<file path="src/rtl/sdram_arb_pkg.sv">
// Shared types and constants for the SDRAM port arbiter.
package sdram_arb_pkg;

    localparam int ROW_W = 13;
    localparam int COL_W = 10;
    localparam int AW    = ROW_W + COL_W;

    typedef enum logic [2:0] {
        IDLE,
        ISSUE,
        WAIT_HI,
        WAIT_LO,
        DONE
    } arb_state_t;

    // Counter only has to reach TIMEOUT-1 before the timeout fires.
    function automatic int cnt_width(input int timeout);
        return (timeout < 3) ? 1 : $clog2(timeout);
    endfunction

endpackage

</file>
<file path="src/rtl/rr_picker.sv">
// Combinational round-robin search: first request found after ptr, with wrap-around.
module rr_picker #(
    parameter int N  = 4,
    parameter int IW = 2
) (
    input  logic [N-1:0]  req,
    input  logic [IW-1:0] ptr,
    output logic [N-1:0]  gnt,
    output logic [IW-1:0] idx,
    output logic          any
);

    logic [IW-1:0] cand;

    always_comb begin
        gnt  = '0;
        idx  = '0;
        any  = 1'b0;
        cand = '0;
        for (int i = 1; i <= N; i++) begin
            cand = IW'((int'(ptr) + i) % N);
            if (!any && req[cand]) begin
                any       = 1'b1;
                gnt[cand] = 1'b1;
                idx       = cand;
            end
        end
    end

endmodule

</file>
<file path="src/rtl/sdram_port_arbiter.sv">
// Shares one SDRAM controller between N_PORTS requesters and a reconfiguration requester,
// sequencing one transaction at a time on the controller's busy handshake.
module sdram_port_arbiter
    import sdram_arb_pkg::*;
#(
    parameter int N_PORTS     = 4,
    parameter int BA_WIDTH    = 2,
    parameter int D_WIDTH     = 16,
    parameter int A_ROW_WIDTH = ROW_W,
    parameter int A_COL_WIDTH = AW - ROW_W,
    parameter int A_WIDTH     = 13,
    parameter int TIMEOUT     = 64
) (
    input  logic                                         i_clk,
    input  logic                                         i_rst,
    input  logic [N_PORTS-1:0]                           i_req,
    input  logic [N_PORTS-1:0]                           i_req_rw,
    input  logic [N_PORTS*(A_ROW_WIDTH+A_COL_WIDTH)-1:0] i_req_addr,
    input  logic [N_PORTS*BA_WIDTH-1:0]                  i_req_ba,
    input  logic [N_PORTS*D_WIDTH-1:0]                   i_req_wdata,
    output logic [N_PORTS-1:0]                           o_done,
    output logic                                         o_err,
    output logic [D_WIDTH-1:0]                           o_rd_data,
    output logic [N_PORTS-1:0]                           o_grant,
    input  logic                                         i_cfg_req,
    input  logic [A_WIDTH-1:0]                           i_cfg_mode,
    output logic                                         o_cfg_done,
    output logic                                         o_initial,
    output logic                                         o_rw,
    output logic [A_ROW_WIDTH+A_COL_WIDTH-1:0]           o_addr,
    output logic [BA_WIDTH-1:0]                          o_ba,
    output logic [D_WIDTH-1:0]                           o_wdata,
    output logic                                         o_reconfig,
    output logic [A_WIDTH-1:0]                           o_mode,
    input  logic                                         i_busy,
    input  logic [D_WIDTH-1:0]                           i_rdata
);

    localparam int ADDR_W = A_ROW_WIDTH + A_COL_WIDTH;
    localparam int IW     = (N_PORTS > 1) ? $clog2(N_PORTS) : 1;
    localparam int CW     = cnt_width(TIMEOUT);

    arb_state_t        state_q, state_d;
    logic              cfg_q;
    logic              err_q;
    logic [CW-1:0]     cnt_q;
    logic [IW-1:0]     ptr_q;

    logic [N_PORTS-1:0] pick_gnt;
    logic [IW-1:0]      pick_idx;
    logic               pick_any;
    logic               start;
    logic               timeout_hit;

    logic               sel_rw;
    logic [ADDR_W-1:0]  sel_addr;
    logic [BA_WIDTH-1:0] sel_ba;
    logic [D_WIDTH-1:0] sel_wdata;

    rr_picker #(
        .N  (N_PORTS),
        .IW (IW)
    ) u_picker (
        .req (i_req),
        .ptr (ptr_q),
        .gnt (pick_gnt),
        .idx (pick_idx),
        .any (pick_any)
    );

    // Busy low in IDLE also covers controller init and auto-refresh.
    assign start       = (state_q == IDLE) && !i_busy && (i_cfg_req || pick_any);
    assign timeout_hit = (cnt_q == CW'(TIMEOUT - 1));

    // AND-OR mux of the winning port's command fields.
    always_comb begin
        sel_rw    = 1'b0;
        sel_addr  = '0;
        sel_ba    = '0;
        sel_wdata = '0;
        for (int p = 0; p < N_PORTS; p++) begin
            if (pick_gnt[p]) begin
                sel_rw    = i_req_rw[p];
                sel_addr  = i_req_addr[p*ADDR_W +: ADDR_W];
                sel_ba    = i_req_ba[p*BA_WIDTH +: BA_WIDTH];
                sel_wdata = i_req_wdata[p*D_WIDTH +: D_WIDTH];
            end
        end
    end

    // NOTE: sequential state uses non-blocking assignments so every flop samples pre-edge values.
    always_ff @(posedge i_clk or negedge i_rst) begin
        if (!i_rst) begin
            state_q <= IDLE;
        end else begin
            state_q <= state_d;
        end
    end

    // NOTE: every always_comb output gets a default first, otherwise a latch is inferred.
    always_comb begin
        state_d = state_q;
        case (state_q)
            IDLE:    if (start) state_d = ISSUE;
            ISSUE:   state_d = WAIT_HI;
            WAIT_HI: begin
                if (i_busy)           state_d = WAIT_LO;
                else if (timeout_hit) state_d = DONE;
            end
            WAIT_LO: if (!i_busy) state_d = DONE;
            DONE:    state_d = IDLE;
            default: state_d = IDLE;
        endcase
    end

    always_comb begin
        o_initial  = 1'b0;
        o_reconfig = 1'b0;
        o_done     = '0;
        o_cfg_done = 1'b0;
        o_err      = 1'b0;
        case (state_q)
            ISSUE: begin
                o_initial  = !cfg_q;
                o_reconfig = cfg_q;
            end
            DONE: begin
                o_done     = cfg_q ? '0 : o_grant;
                o_cfg_done = cfg_q;
                o_err      = err_q;
            end
            default: ;
        endcase
    end

    always_ff @(posedge i_clk or negedge i_rst) begin
        if (!i_rst) begin
            cfg_q     <= 1'b0;
            err_q     <= 1'b0;
            cnt_q     <= '0;
            ptr_q     <= IW'(N_PORTS - 1);
            o_grant   <= '0;
            o_rw      <= 1'b0;
            o_addr    <= '0;
            o_ba      <= '0;
            o_wdata   <= '0;
            o_rd_data <= '0;
            o_mode    <= '0;
        end else begin
            case (state_q)
                IDLE: begin
                    if (start) begin
                        err_q <= 1'b0;
                        if (i_cfg_req) begin
                            cfg_q  <= 1'b1;
                            o_mode <= i_cfg_mode;
                        end else begin
                            cfg_q   <= 1'b0;
                            o_grant <= pick_gnt;
                            ptr_q   <= pick_idx;
                            o_rw    <= sel_rw;
                            o_addr  <= sel_addr;
                            o_ba    <= sel_ba;
                            o_wdata <= sel_wdata;
                        end
                    end
                end
                ISSUE: cnt_q <= '0;
                WAIT_HI: begin
                    if (!i_busy) begin
                        if (timeout_hit) err_q <= 1'b1;
                        else             cnt_q <= cnt_q + CW'(1);
                    end
                end
                WAIT_LO: begin
                    if (!i_busy && !cfg_q && !o_rw) o_rd_data <= i_rdata;
                end
                DONE: begin
                    o_grant <= '0;
                    cfg_q   <= 1'b0;
                end
                default: ;
            endcase
        end
    end

endmodule

</file>
<file path="config.mk">
export PLATFORM = sky130hd
export DESIGN_NAME = sdram_port_arbiter
export DESIGN_NICKNAME = d
export VERILOG_FILES = /design/src/rtl/sdram_arb_pkg.sv /design/src/rtl/rr_picker.sv /design/src/rtl/sdram_port_arbiter.sv
export SDC_FILE = /design/constraint.sdc
export NUM_CORES = 1
export LEC_CHECK = 0
export BUFFER_PORTS_ARGS = -buffer_cell sky130_fd_sc_hd__clkbuf_2
export CAP_MARGIN = 20
export CORE_MARGIN = 8
export CORE_UTILIZATION = 41
export DETAILED_ROUTE_END_ITERATION = 6
export GPL_TIMING_DRIVEN = 0
export PLACE_DENSITY = 0.88
export SYNTH_ARGS = -nofsm -noshare
export SYNTH_HDL_FRONTEND = slang
export SYNTH_SLANG_ARGS = --single-unit
</file>
<file path="constraint.sdc">
create_clock -name i_clk -period 3.4 [get_ports i_clk]
set_clock_uncertainty 0.1 [all_clocks]
set_input_delay 0.34 -clock i_clk [delete_from_list [all_inputs] [get_ports i_clk]]
set_output_delay 0.34 -clock i_clk [all_outputs]
set_load 0.005 [all_outputs]
</file>
==> results.md <==
* Top cell by count, worst path: buf_6
* Sequential-to-total area share from yosys stat at 40.8%
* Most common cell after layout, fill and taps aside: clkbuf_2
* Leading cell types by total area after synthesis: dfrtp_1 40%, nand2_1 10%, mux2_2 6.0%
* Flops & latches, synth at 88
* Fin. max-slew vios at 0
* Number of flops mapped to enable cells by yosys at 0
* Largest delay share family, worst path: buffers and inverters
* Clock sink count at 88
* Worst rel slew slack at 41.9%
* Critical path type: flip-flop to flip-flop
* Result of the run: finished, final reports clean
* Area taken by flip-flops and latches at 2200 µm²
* Total standard cell area after synthesis at 5410 µm²
* Area leader, netlist: dfrtp_1
* Die X at 131 µm
* Area overhead of the layout relative to synthesis at 40.4%
* Post-synth top flop: dfrtp_1
* All-Layer GR Usage at 24.1%
* Crit path buf inv count at 4
* Power density relative to cell area at 845 nW/µm²
* Wire length of the first global-routing pass at 31.6 mm
* Fraction of layout instances using a drive strength above 1 at 45.3%
* Clock tree buffer depth at 2
* Cell depth of the worst flop-to-flop path at 11
* Met1 routed wirelength after detailed routing at 8.13 mm
* Initial antenna violation count at 1
* Area of the die at 17100 µm²
* Reg clk slew, reported paths at 70 ps
* Routed met2 length at 10.9 mm
* Largest net degree at the start of global routing at 60
* Endpoint required time on the critical path at 3520 ps
* Crit path capture type: flip-flop
* Routed length per instance at 20.1 µm
* Vias per Instance at 5.63
* Max-capacitance violation count at 0
* Startpoint of the worst setup timing path: ptr_q[0]
* Count of warnings emitted by yosys at 0
* Data arrival time at the worst-slack endpoint at 3470 ps
* Boundary Pins at 288
* Area fraction of the dominant cell type after synthesis at 39.8%
* Async set or reset register ratio after synthesis at 100%
* Cells after Synth at 597
* Placed wire-length estimate after detailed placement at 16.9 mm
* Site Rows at 42
* Total core area at 13100 µm²
* Number of port buffers at 285
* Highest layer used for signal routing: met4
* Kind of start point of the critical path: flip-flop
* Total CTS buffers at 9
* Critical path depth at 11
* DRT Pass-1 Iters at 5
* Maximum single-stage delay on the critical path at 570 ps
* Final critical path time including I/O delays and setup at 3350 ps
* Slowest library cell on the worst path: mux4_2
* Final Hold Viols at 0
* Worst setup path end: o_wdata[6]
* Filler instances at 1163
* Share of the clock period used by the worst path after layout at 98.5%
* Depth of the CTS H-tree at 3
* Vias in the first global route at 6182
* Commonest non-fill, non-tap cells in the layout: 286 x clkbuf_2, 144 x nand2_1, 86 x dfrtp_1
* Post-Synthesis Mean Instance Area at 9.06 µm²
* Reg-to-reg slack, setup at 50 ps
* CTS tree: yes
* Leftover overflow at the end of global routing at 0
* Die outline height at 131 µm
* Design Area, Final at 7590 µm²
* Maximum vdd drop at 364 µV
* Setup violations, final at 0
* Placed cell areas at 7080 µm²
* Total via count in the routed design at 6120
* Number of design-rule violations left by the first detailed-router iteration at 554
* Post-route DRC at 0
* Multi-input logic area at 3010 µm²
* Final WL at 21.8 mm
* Peak Freq at 299 MHz
* Later-pin clock latency in the skew report at 350 ps
* Clock root cell: clkbuf_16
* Hold_ws at 115 ps
* Critical path fanouts, max at 10
* Final estimated routing congestion in global placement at 0.907
* Least-Margin Pin Slew at 866 ps
* WL met3 at 2.21 mm
* Library cells used by synthesis at 51
* Terminus of the critical flop-to-flop path: o_wdata[6]
* Critical path cell sequence: buf_6, clkinvlp_4, ha_4, mux4_2, nand3b_1, a21oi_1, a2111o_1, buf_6, buf_2, nor3_1, a311oi_1
* Number of routed nets with antenna violations at 0
* Worst min-delay path category: input pin to flip-flop
* Synthesized netlist net count at 811
* Initial Util at 41.3%
* Overall power at 6.41 mW
* Cell leakage power at 3.64 nW
* Reg-to-Reg Start: ptr_q[0]
* Number of nets in the layout at 1119
[power by group]
| part | internal (mW) | switching (mW) |
|---|---|---|
| sequential | 1.56 | 0.325 |
| clock | 0.504 | 0.458 |
| combinational | 1.58 | 1.99 |
[cells by family (layout without fill, tap and decap cells)]
family	Yosys count	after routing	share of synthesized area, %
adders and majority gates	9	9	2.08
muxes	33	33	7.47
other	0	1	0
AOI/OAI and AO/OA	120	120	18.3
and+or+nand+nor	287	287	25.2
xor gates and xnor gates	5	5	0.810
buffers and inverters	55	368	5.32
DFF	88	88	40.8
[cells in the mapped netlist, types with 2 or more instances]
library cell and number:
and3_1 45, ha_1 9, nor4bb_1 2, and2_1 8, o221ai_1 2, o21a_1 3, nor2b_1 3, dfrtp_1 86
nor4_1 2, mux2_2 29, o211ai_1 43, a21boi_0 2, xor2_1 4, nand3b_1 5, clkbuf_1 19, a311oi_2 10
inv_1 5, nand2_1 144, nor3_1 46, a21oi_1 8, nand3_1 3, buf_6 7, dfstp_2 2, buf_2 23
mux4_2 3, a311oi_1 32, nor2_1 19, nand4_1 3, o21ai_0 8
[cell type report]
cell class	instances	area share, %
inverters	5	0.346
well taps	176	2.90
multi-input cells	454	39.7
clock buffers	9	2.97
plain buffers	50	3.94
repair buffers	297	20.4
clock inverters	7	0.709
flip-flops and latches	88	29.0
diodes	1	0.0330
[what timing repair did]
| action | in CTS | in global routing |
|---|---|---|
| resized for setup | 7 | 31 |
| hold buffers | 1 | 0 |
| hold endpoints to repair | 28 | 0 |
| setup endpoints to repair | 44 | 40 |
| pin swaps | 1 | 4 |
| setup buffers | 3 | 7 |
[through the flow]
stage	setup TNS [ps]	setup WS (ps)	cells	utilization, %
final	0	50.0	1087	58.0
after global routing	-590	-60.3	1087	58.0
after CTS	0	62.0	1079	56.8
after detailed placement	-13480	-380	1059	54.1
after global placement	-12570	-334	1058	53.9
after floorplan	0	141	597	-
[registers in the layout (all words and copies together) (netlist names)]
| name | count |
|---|---|
| cfg_q | 1 |
| o_wdata | 16 |
| o_grant | 4 |
| o_rd_data | 16 |
| state_q | 3 |
| err_q | 1 |
| o_ba | 2 |
| o_rw | 1 |
| o_mode | 13 |
| ptr_q | 2 |
| o_addr | 23 |
| cnt_q | 6 |
[worst min-delay path by stage]
stage	start	end	slack (ps)	cells after the start
2_1_floorplan	i_rst	cfg_q	-60	0
3_3_place_gp	err_q	err_q	370	1
3_5_place_dp	i_rst	o_wdata[0]	250	1
4_1_cts	i_cfg_mode[5]	o_mode[5]	100	2
5_1_grt	i_cfg_mode[9]	o_mode[9]	120	2
6_report	i_cfg_mode[5]	o_mode[5]	110	2
[routing by layer]
layer	vias to the layer above	GRT usage, %
met1	2913	27.2
met2	356	42.8
met5	-	0
met4	0	9.79
li1	2804	-
met3	47	6.05
No activity file was read; power rests on OpenSTA's default activity.
